### src/rtl/icache_dm_param.sv
// Direct-mapped read-only instruction cache. Optional hit/miss counters are built in when ICACHE_STATS_EN is defined.
// Latency: a hit returns 2 edges after the request is presented; a miss adds the refill handshake time.
// Backpressure: cpu_ready is high only in IDLE with no flush active. The memory request is held until mem_req_ready.
module icache_dm_param #(
    parameter int ADDR_WIDTH     = 32,
    parameter int WORD_WIDTH     = 32,
    parameter int WORDS_PER_LINE = 4,
    parameter int NUM_LINES      = 8
) (
    input  logic                                 clock,
    input  logic                                 reset_n,
    input  logic                                 cpu_req_valid,
    input  logic [ADDR_WIDTH-1:0]                cpu_addr,
    output logic                                 cpu_ready,
    output logic                                 instr_valid,
    output logic [WORD_WIDTH-1:0]                instruction,
    output logic                                 hit,
    input  logic                                 flush,
    output logic                                 mem_req_valid,
    output logic [ADDR_WIDTH-1:0]                mem_req_addr,
    input  logic                                 mem_req_ready,
    input  logic                                 mem_resp_valid,
    input  logic [WORD_WIDTH*WORDS_PER_LINE-1:0] mem_resp_data
`ifdef ICACHE_STATS_EN
    ,
    output logic [31:0]                          hit_count,
    output logic [31:0]                          miss_count
`endif
);

    localparam int BYTE_BITS = $clog2(WORD_WIDTH / 8);
    localparam int OFF_BITS  = $clog2(WORDS_PER_LINE);
    localparam int IDX_BITS  = $clog2(NUM_LINES);
    localparam int TAG_BITS  = ADDR_WIDTH - IDX_BITS - OFF_BITS - BYTE_BITS;
    localparam int LINE_LSB  = OFF_BITS + BYTE_BITS;
    localparam logic [ADDR_WIDTH-1:0] LINE_MASK = ADDR_WIDTH'((64'd1 << LINE_LSB) - 64'd1);

    typedef logic [WORDS_PER_LINE-1:0][WORD_WIDTH-1:0] line_t;
    typedef enum logic [1:0] {IDLE, LOOKUP, MISS_REQ, MISS_WAIT} state_e;

    state_e                  state_q, state_d;
    logic [ADDR_WIDTH-1:0]   req_addr_q, req_addr_d;
    logic [NUM_LINES-1:0]    valid_q, valid_d;
    logic                    flush_pending_q, flush_pending_d;
    logic                    instr_valid_q, instr_valid_d;
    logic                    hit_q, hit_d;
    logic [WORD_WIDTH-1:0]   instruction_q, instruction_d;
    logic                    mem_req_valid_q, mem_req_valid_d;
    logic [ADDR_WIDTH-1:0]   mem_req_addr_q, mem_req_addr_d;
    logic                    fill_en;

    // Tag and data arrays carry no reset; the valid bits alone qualify them.
    logic [TAG_BITS-1:0]     tag_q  [NUM_LINES];
    line_t                   data_q [NUM_LINES];

    logic [OFF_BITS-1:0]     req_off;
    logic [IDX_BITS-1:0]     req_idx;
    logic [TAG_BITS-1:0]     req_tag;
    line_t                   resp_line;
    logic                    lookup_hit;

    assign req_off    = req_addr_q[BYTE_BITS +: OFF_BITS];
    assign req_idx    = req_addr_q[LINE_LSB +: IDX_BITS];
    assign req_tag    = req_addr_q[ADDR_WIDTH-1 -: TAG_BITS];
    assign resp_line  = mem_resp_data;
    assign lookup_hit = valid_q[req_idx] && (tag_q[req_idx] == req_tag);

    assign cpu_ready  = reset_n && (state_q == IDLE) && !flush && !flush_pending_q;

    always_comb begin
        state_d         = state_q;
        req_addr_d      = req_addr_q;
        valid_d         = valid_q;
        flush_pending_d = flush_pending_q | flush;
        instr_valid_d   = 1'b0;
        hit_d           = 1'b0;
        instruction_d   = instruction_q;
        mem_req_valid_d = mem_req_valid_q;
        mem_req_addr_d  = mem_req_addr_q;
        fill_en         = 1'b0;
        case (state_q)
            IDLE: begin
                if (flush_pending_q) begin
                    valid_d         = '0;
                    flush_pending_d = flush;
                end else if (cpu_req_valid && cpu_ready) begin
                    req_addr_d = cpu_addr;
                    state_d    = LOOKUP;
                end
            end
            LOOKUP: begin
                if (lookup_hit) begin
                    instr_valid_d = 1'b1;
                    hit_d         = 1'b1;
                    instruction_d = data_q[req_idx][req_off];
                    state_d       = IDLE;
                end else begin
                    mem_req_valid_d = 1'b1;
                    mem_req_addr_d  = req_addr_q & ~LINE_MASK;
                    state_d         = MISS_REQ;
                end
            end
            MISS_REQ: begin
                if (mem_req_ready) begin
                    mem_req_valid_d = 1'b0;
                    state_d         = MISS_WAIT;
                end
            end
            MISS_WAIT: begin
                // The requested word bypasses the array straight from the response bus.
                if (mem_resp_valid) begin
                    fill_en          = 1'b1;
                    valid_d[req_idx] = 1'b1;
                    instr_valid_d    = 1'b1;
                    instruction_d    = resp_line[req_off];
                    state_d          = IDLE;
                end
            end
            default: state_d = IDLE;
        endcase
    end

    always_ff @(posedge clock or negedge reset_n) begin
        if (!reset_n) begin
            state_q         <= IDLE;
            req_addr_q      <= '0;
            valid_q         <= '0;
            flush_pending_q <= 1'b0;
            instr_valid_q   <= 1'b0;
            hit_q           <= 1'b0;
            instruction_q   <= '0;
            mem_req_valid_q <= 1'b0;
            mem_req_addr_q  <= '0;
        end else begin
            state_q         <= state_d;
            req_addr_q      <= req_addr_d;
            valid_q         <= valid_d;
            flush_pending_q <= flush_pending_d;
            instr_valid_q   <= instr_valid_d;
            hit_q           <= hit_d;
            instruction_q   <= instruction_d;
            mem_req_valid_q <= mem_req_valid_d;
            mem_req_addr_q  <= mem_req_addr_d;
        end
    end

    always_ff @(posedge clock) begin
        if (fill_en) begin
            tag_q[req_idx]  <= req_tag;
            data_q[req_idx] <= resp_line;
        end
    end

    assign instr_valid   = instr_valid_q;
    assign hit           = hit_q;
    assign instruction   = instruction_q;
    assign mem_req_valid = mem_req_valid_q;
    assign mem_req_addr  = mem_req_addr_q;

`ifdef ICACHE_STATS_EN
    logic [31:0] hit_count_q, hit_count_d;
    logic [31:0] miss_count_q, miss_count_d;

    // Counters advance on the same edge as the instr_valid pulse and stick at all-ones.
    always_comb begin
        hit_count_d  = hit_count_q;
        miss_count_d = miss_count_q;
        if (instr_valid_d && hit_d && (hit_count_q != 32'hFFFF_FFFF)) begin
            hit_count_d = hit_count_q + 32'd1;
        end
        if (instr_valid_d && !hit_d && (miss_count_q != 32'hFFFF_FFFF)) begin
            miss_count_d = miss_count_q + 32'd1;
        end
    end

    always_ff @(posedge clock or negedge reset_n) begin
        if (!reset_n) begin
            hit_count_q  <= '0;
            miss_count_q <= '0;
        end else begin
            hit_count_q  <= hit_count_d;
            miss_count_q <= miss_count_d;
        end
    end

    assign hit_count  = hit_count_q;
    assign miss_count = miss_count_q;
`endif

endmodule
### config.mk
export PLATFORM = sky130hd
export DESIGN_NAME = icache_dm_param
export DESIGN_NICKNAME = d
export VERILOG_FILES = /design/src/rtl/icache_dm_param.sv
export SDC_FILE = /design/constraint.sdc
export NUM_CORES = 1
export LEC_CHECK = 0
export BUFFER_PORTS_ARGS = -buffer_cell sky130_fd_sc_hd__buf_2
export CAP_MARGIN = 20
export CELL_PAD_IN_SITES_DETAIL_PLACEMENT = 0
export CELL_PAD_IN_SITES_GLOBAL_PLACEMENT = 1
export CORE_MARGIN = 1.5
export CORE_UTILIZATION = 40
export CTS_CLUSTER_DIAMETER = 100
export DETAILED_ROUTE_END_ITERATION = 7
export PLACE_DENSITY_LB_ADDON = 0.1
export SYNTH_ARGS = -nofsm -noshare
export SYNTH_HDL_FRONTEND = slang
export SYNTH_SLANG_ARGS = --single-unit
### constraint.sdc
create_clock -name clock -period 28.2 [get_ports clock]
set_clock_uncertainty 0.1 [all_clocks]
set_input_delay 2.82 -clock clock [delete_from_list [all_inputs] [get_ports clock]]
set_output_delay 2.82 -clock clock [all_outputs]
set_load 0.01 [all_outputs]
==> results.md, run 1 <==
- Core area: 128000 um2
- Sequential area share after synthesis: between 70 and 80%
- # nets final: roughly 3400
- Crit. End Element: output port
- CP startpoint kind: input port
- Post-synthesis to final-layout area growth: 15.30%
- EDFF count, synth: 1224
- Root Buffer: clkbuf_16
- Mapped Cells: roughly 3000
- Pwr Density: 96.29 nW/um2
- RSZ-0062 raised after global routing: no
- CP Class: in -> out
- Layout cells sized above 1: 23.36%
- CP bufs+invs: 2
- Total global-route track usage: 22.92%
- Vias in the first global route: 29850
- ANT nets after route: 0
- Vias: 29050
- Largest family of logic cells by synthesized area: multiplexers
- Clk_lat worst skew: just under 0.8 ns
- Vias per cell: between 5 and 6
- Finish-stage setup viols: 0
- YS warnings: 0
- CTS HTree Levels: 4
- Cell accounting for the most synthesized area: edfxtp_1
- Fin crit period: 6.548 ns
- Comb pwr share: ~25%
- Sinks on Clock Net: 1328
- Worst Path Arrival: 3.63 ns
- Highest Clock Rate: 152.7 MHz
- Adder-Cell Fraction of Synth Area: 0%
- DPL Wire Length: ~76 mm
- DR DRC count: 0
- Placed insts: 4797
- Setup TNS: 0 ns
- Worst path slowest cell: nor4b_1
- Die width: 362.9 um
- Num rows: roughly 130
- WP data required: 25.28 ns
- Largest net degree at the start of global routing: 125
- Commonest cells after routing, fill and taps aside: edfxtp_1, buf_2, mux2i_1, mux2_2, clkbuf_16
- Worst-path fanout max: 30
- Final worst path period share: between 20% and 30%
- DR iter-0 viols: ~2600
- Sw Share: 31.38%
- Chip height: 362.9 um
- Initial antenna violation count: 32
- Post-Syn Area: 51810 um2
- Share of the synthesized area in the top cell type: 70.95%
- Mean Syn Cell Area: ~17 um2
- TritonRoute pass-1 iters: 8
- Port bufs: 227
- Reg power frac: 42.6%
- Final cell count without fillers: 5077
- Setup Buffers After CTS: 0
- Status: finished clean
- PnR worst setup slack: roughly 22 ns
- Simple-gate share of the synthesized area: 3.142%
- First-pass GRT wire length: 215.5 mm
- Number of max-cap violations: 0
- Clock network fraction of total power: about 33%
- Wirelength per Cell: between 20 and 30 um
- Worst Hold Class: reg -> reg
- Max_slew headroom: 24.71%
- Pre-CTS setup slack: 21.60 ns
- Leakage: 0.01964 uW
- CP delay by family, top: buffers and inverters
- Post-CTS Hold Buffers: 0
- Synth cell types: 64
- Worst path cell trace: buf_6, nor4b_1, buf_2
- Starting Density: between 40% and 50%
- FF+latch count, synth: between 1000 and 1500
- Clk buf depth: 3
- CTS tree: built
- Xor-xnor portion of the synthesized cell area: 0.3550%
- CTS Buf Count: 146
- Final wirelength: approximately 150 mm
- Routability-driven placement congestion ratio: 0.7447
- Commonest non-fill, non-tap cell in the layout: edfxtp_1
- Final slew viol count: 0
- Complex-gate fraction of the synthesized area: slightly above 8%
- Post-synthesis mux area share: 10.48%
- Synth area leaders: edfxtp_1, dfrtp_1, mux2_2
- Max IR drop VDD: 0.05885 mV
- IO Pins: roughly 230
- Worst-Margin Slew: 1.129 ns
- Clk slew on worst S/H paths: 0.06 ns
- Max stage delay on crit path: 0.34 ns
- Sw Pwr: roughly 1800 uW
- Cts repair resizes: 0
- Global route overflow: 0
- Hold Vio Cnt, Final: 0
- Ys flop type: edfxtp_1
- Die Area: ~130000 um2
- Synth async-reset ratio: under 10%
- Pint: 3947 uW
sequential cells by signal, indices dropped and copies added (netlist names), 8 cells and up, named ones only:
name	cells
instruction	32
mem_req_addr	28
data_q	1024
req_addr_q	30
tag_q	200
valid_q	8
cell families after synthesis:
logic type,after synthesis
AND/OR/NAND/NOR,374
flip-flops,1328
multiplexers,428
XOR/XNOR,21
AO/OA/AOI/OAI,610
other,1
buffers and inverters,210
Yosys cell counts, types with 16 or more instances:
| master | instances |
|---|---|
| buf_2 | 42 |
| a22oi_1 | 129 |
| a22o_1 | 30 |
| nor3_1 | 16 |
| o21ai_0 | 90 |
| nand3_1 | 25 |
| a21oi_1 | 139 |
| a221oi_1 | 79 |
| a31oi_1 | 23 |
| buf_4 | 24 |
| clkbuf_1 | 115 |
| nand2_1 | 149 |
| o211ai_1 | 25 |
| dfrtp_1 | 104 |
| mux4_2 | 74 |
| buf_1 | 16 |
| mux2i_1 | 178 |
| edfxtp_1 | 1224 |
| o221ai_1 | 17 |
| mux2_2 | 161 |
| nor2_1 | 128 |
power groups by stage:
stage	clock [uW]	sequential, uW	combinational, uW
final	1890	2450	1420
after global routing	2000	2470	1530
after CTS	1930	2450	1440
after detailed placement	0	2490	1430
after global placement	0	2480	1420
after floorplan	0	2440	914
worst reg2reg max path, stage by stage, from the launching register on:
cell and delay (ns):
dfrtp_4 0.67, buf_4 0.57, buf_12 0.63, nor2b_4 1.04, a22oi_1 0.21, nand3_1 0.20
xor2_1 0.12, nor4_1 0.26, nand4_1 0.34, o31ai_4 0.39, buf_4 0.52, mux2_2 0.45
area by class of cell:
class / instances / area, um2
Antenna cell: 9 / 22.52
Inverter: 8 / 32.53
Clock inverter: 82 / 755.7
Tap cell: 1729 / 2163
Multi-Input combinational cell: 1437 / 11640
Timing Repair Buffer: 295 / 1740
Clock buffer: 189 / 4001
Fill cell: 11000 / 68280
Sequential cell: 1328 / 39380
worst paths after layout:
kind                                     start                to  slack [ns]  depth (start not counted)
worst min-delay path            instruction[6]    instruction[6]        0.39                          1
min in group asynchronous              reset_n  mem_req_addr[14]        1.83                          1
worst max register to register   req_addr_q[5]   instruction[10]       22.59                         11
max in group asynchronous              reset_n     req_addr_q[5]       24.99                          2
worst max-delay path                   reset_n         cpu_ready       21.65                          3
worst min register to register  instruction[6]    instruction[6]        0.39                          1
metrics by stage:
| stage | instance area [um2] | hold slack, ns | utilization (%) | power (uW) |
|---|---|---|---|---|
| 2_1_floorplan | 51820 | 0.3608 | - | 3354 |
| 3_3_place_gp | 54960 | 0.3656 | 42.93 | 3907 |
| 3_5_place_dp | 54960 | 0.3777 | 42.93 | 3925 |
| 4_1_cts | 59710 | 0.3927 | 46.65 | 5814 |
| 5_1_grt | 59720 | 0.4067 | 46.65 | 5996 |
| 6_report | 59730 | 0.3856 | 46.66 | 5752 |
routing by layer:
layer  share of wire [%]  up-vias  GRT usage, %
met2                  48      924         37.32
met1                  44    15420         31.81
met3                 6.2      211         4.006
met5               0.067        -             0
li1                    -    12470             -
met4                 2.0       18         5.989
(Power assumes the default switching activity.)
==> run 2, diff against run 1 <==
Settings changed: ABC_AREA set to 1.
Clock period 28.2 ns to 6.05 ns, I/O delays scaled along.
==> run 2 against run 1 <==
Net effect: die area is 1.4% higher; via count is 14% higher; total power grew to 5.0 times the previous value; cell area is 2.2% higher; critical path depth is 13 higher; flip-flop and latch count stayed put; cell count is 25% higher; first-iteration DRC count is 6.5% higher; synthesized cell count is 40% higher; routed wire length is 7.2% higher; non-clock buffer count is 81 higher; critical path type is now reg -> reg; largest cell class unchanged; largest power group unchanged.
==> results.md, run 2 <==
- Status: finished clean (unchanged)
- Clk buf depth: 3 (unchanged)
- Post-DP Area: 55840 um2 (was 54960 um2)
- Placed insts: 5989 (was 4797)
- Adder-Cell Fraction of Synth Area: 0% (unchanged)
- Post-synthesis to final-layout area growth: 16.24% (was 15.30%)
- Commonest non-fill, non-tap cell in the layout: edfxtp_1 (unchanged)
- Starting Density: 40.42% (was 40.47%)
- Setup slack, reg-to-reg: 1.58 ns (was 22.59 ns)
- Sinks on Clock Net: 1328 (unchanged)
- Vias per cell: 5.240 (was 5.722)
- RR Startpoint: req_addr_q[4] (was req_addr_q[5])
- Biggest register: data_q (unchanged)
- Synth cell types: 43 (was 64)
- Reg2Reg Depth: 16 (was 11)
- Mapped Cells: 4147 (was 2972)
- DR iter-0 viols: 2797 (was 2626)
- Root Buffer: clkbuf_16 (unchanged)
- TritonRoute pass-1 iters: 5 (was 8)
- Clk_lat worst skew: 0.77 ns (about the same)
- Die width: 365.4 um (was 362.9 um)
- Max reg flops: 1024 (unchanged)
- Number of max-cap violations: 0 (unchanged)
- Xor-xnor portion of the synthesized cell area: 0% (was 0.3550%)
- CTS Buf Count: 147 (was 146)
- Fin crit period: 4.469 ns
- Post-synthesis mux area share: 0.01905% (was 10.48%)
- Num rows: 132 (was 131)
- Most frequent cells after synthesis: edfxtp_1, nand2_1, nor2_1 (was edfxtp_1, mux2i_1, mux2_2)
- Mean Syn Cell Area: 12.67 um2 (was 17.43 um2)
- Commonest cells after routing, fill and taps aside: edfxtp_1, nand2_1, nor2_1, nand3_1, inv_1 (was edfxtp_1, buf_2, mux2i_1, mux2_2, clkbuf_16)
- # nets final: 4627 (was 3382)
- Highest Clock Rate: 223.8 MHz
- Worst Path Arrival: 4.99 ns (was 3.63 ns)
- Total global-route track usage: 24.23% (was 22.92%)
- Share of the synthesized area in the top cell type: 69.96% (was 70.95%)
- Final-layout fill cell count: 11820 (was 11000)
- Worst-path fanout max: 56 (was 30)
- Sequential area share after synthesis: 74.92% (was 75.97%)
- Pwr Density: 469.7 nW/um2 (was 96.29 nW/um2)
- Design area: 61070 um2 (was 59730 um2)
- Worst Hold Class: in -> reg (was reg -> reg)
- Post-Syn Area: 52540 um2 (was 51810 um2)
- Synth async-reset ratio: 7.831% (unchanged)
- Reg2reg end: mem_req_addr[9] (was instruction[10])
- Max IR drop VDD: 0.3044 mV (was 0.05885 mV)
- WHS Path Cells: 1 (unchanged)
- Max_slew headroom: 26.96% (was 24.71%)
- Leakage: 0.02251 uW (was 0.01964 uW)
- First-pass GRT wire length: 231.6 mm (was 215.5 mm)
- Cts repair resizes: 0 (unchanged)
- Worst Hold Path EP: data_q[7][97] (was instruction[6])
- Final wirelength: 160.9 mm (was 150.2 mm)
- EDFF count, synth: 1224 (unchanged)
- FF+latch count, synth: 1328 (unchanged)
- Simple-gate share of the synthesized area: 14.28% (was 3.142%)
- CP Class: reg -> reg (was in -> out)
- YS warnings: 0 (unchanged)
- Synth area leaders: edfxtp_1, nand2_1, dfrtp_1 (was edfxtp_1, dfrtp_1, mux2_2)
- Final slew viol count: 0 (unchanged)
- RSZ-0062 raised after global routing: no (unchanged)
- Worst hold start: mem_resp_data[97] (was instruction[6])
- Most frequent cell after synthesis: edfxtp_1 (unchanged)
- IO Pins: 234 (unchanged)
- Largest family of logic cells by synthesized area: simple AND/OR/NAND/NOR gates (was multiplexers)
- Post-CTS Hold Buffers: 65 (was 0)
- Routability-driven placement congestion ratio: 0.7488 (was 0.7447)
- Final core occ: 46.98% (was 46.66%)
- Ys flop type: edfxtp_1 (unchanged)
- Crit. End Element: flop (was output port)
- CP startpoint kind: flop (was input port)
- Worst-Margin Slew: 1.093 ns (was 1.129 ns)
- Cell accounting for the most synthesized area: edfxtp_1 (unchanged)
- Global route overflow: 0 (unchanged)
- Clk slew on worst S/H paths: 0.06 ns (about the same)
- Die Area: 133500 um2 (was 131700 um2)
- Chip height: 365.4 um (was 362.9 um)
- Vias in the first global route: 32590 (was 29850)
- Port bufs: 227 (unchanged)
- Largest net degree at the start of global routing: 116 (was 125)
- Initial antenna violation count: 45 (was 32)
- Wirelength per Cell: 25.39 um (was 29.58 um)
- Final worst path period share: between 70% and 80%
- Finish-stage setup viols: 0 (unchanged)
- Setup Buffers After CTS: 0 (unchanged)
- CTS HTree Levels: 4 (unchanged)
- Final cell count without fillers: 6338 (was 5077)
- Complex-gate fraction of the synthesized area: 6.840% (was 8.175%)
- Layout cells sized above 1: 12.70% (was 23.36%)
- Hold Vio Cnt, Final: 0 (unchanged)
- DPL Wire Length: 87.69 mm (was 76.28 mm)
- DR DRC count: 0 (unchanged)
- WP data required: 6.57 ns (was 25.28 ns)
- Core area: 130000 um2 (was 128000 um2)
- Tot Pwr: 28680 uW (was 5752 uW)
- CTS tree: built (unchanged)
- Vias: 33210 (was 29050)
- ANT nets after route: 0 (unchanged)
[run 2: cell type report]
type                    instances  area, um2  area share, %
clock buffers                 211       4164          6.819
repair buffers                376       2774          4.542
flip-flops and latches       1328      39370          64.47
well taps                    1742       2180          3.569
multi-input cells            2357      11220          18.37
inverters                     251      953.4          1.561
clock inverters                61      376.6         0.6167
diodes                         12      30.03        0.04917
[run 2: report_power, final]
part / leakage [uW] / internal (uW) / switching, uW / total [uW]
Clock: 0.00223 / 4830 / 3600 / 8430
Sequential: 0.0122 / 11000 / 750 / 11700
Combinational: 0.00806 / 2550 / 5990 / 8540
[run 2: metrics by stage]
stage               hold slack, ns  setup slack (ns)  TNS [ns]
floorplan                   0.2094            -2.201  -1692.86
global placement            0.3611             1.500         0
detailed placement          0.3699             1.523         0
CTS                       0.001465             1.505         0
global route               0.02631             1.054         0
finish                     0.05071             1.581         0
[run 2: cells by family after synthesis]
logic type,Yosys count
AOI/OAI and AO/OA,559
DFF,1328
buffers and inverters,465
other,1
muxes,1
and+or+nand+nor,1793
[run 2: worst max-delay path: stages (launching register included)]
cell	delay (ns)
dfrtp_4	0.81
buf_4	0.53
buf_4	0.58
nor2_1	0.10
nor2_1	0.10
o21ai_0	0.09
nand2_1	0.13
nor2_1	0.04
nand2_1	0.05
nand2_1	0.12
nor2_1	0.13
nand3_1	0.12
nor2_2	0.17
nand2_1	0.08
nand2_2	0.46
buf_4	0.49
o21ai_0	0.13
[run 2: per-layer routing]
layer | track usage, % | vias to the layer above | routed length, um
met5 | 0 | - | 157
met4 | 6.395 | 26 | 3055
met3 | 4.844 | 225 | 9268
met2 | 39.82 | 833 | 77250
li1 | - | 15360 | -
met1 | 32.84 | 16760 | 71200
[run 2: how the worst max path moves through the flow]
stage	start	end	slack [ns]	cells past startpoint
finish	req_addr_q[4]	mem_req_addr[9]	1.58	16
global route	req_addr_q[4]	mem_req_addr[15]	1.05	15
CTS	req_addr_q[4]	mem_req_addr[29]	1.50	17
detailed placement	req_addr_q[4]	mem_req_addr[9]	1.52	16
global placement	req_addr_q[4]	mem_req_addr[15]	1.50	16
floorplan	flop	data_q[2][0]	-2.20	6
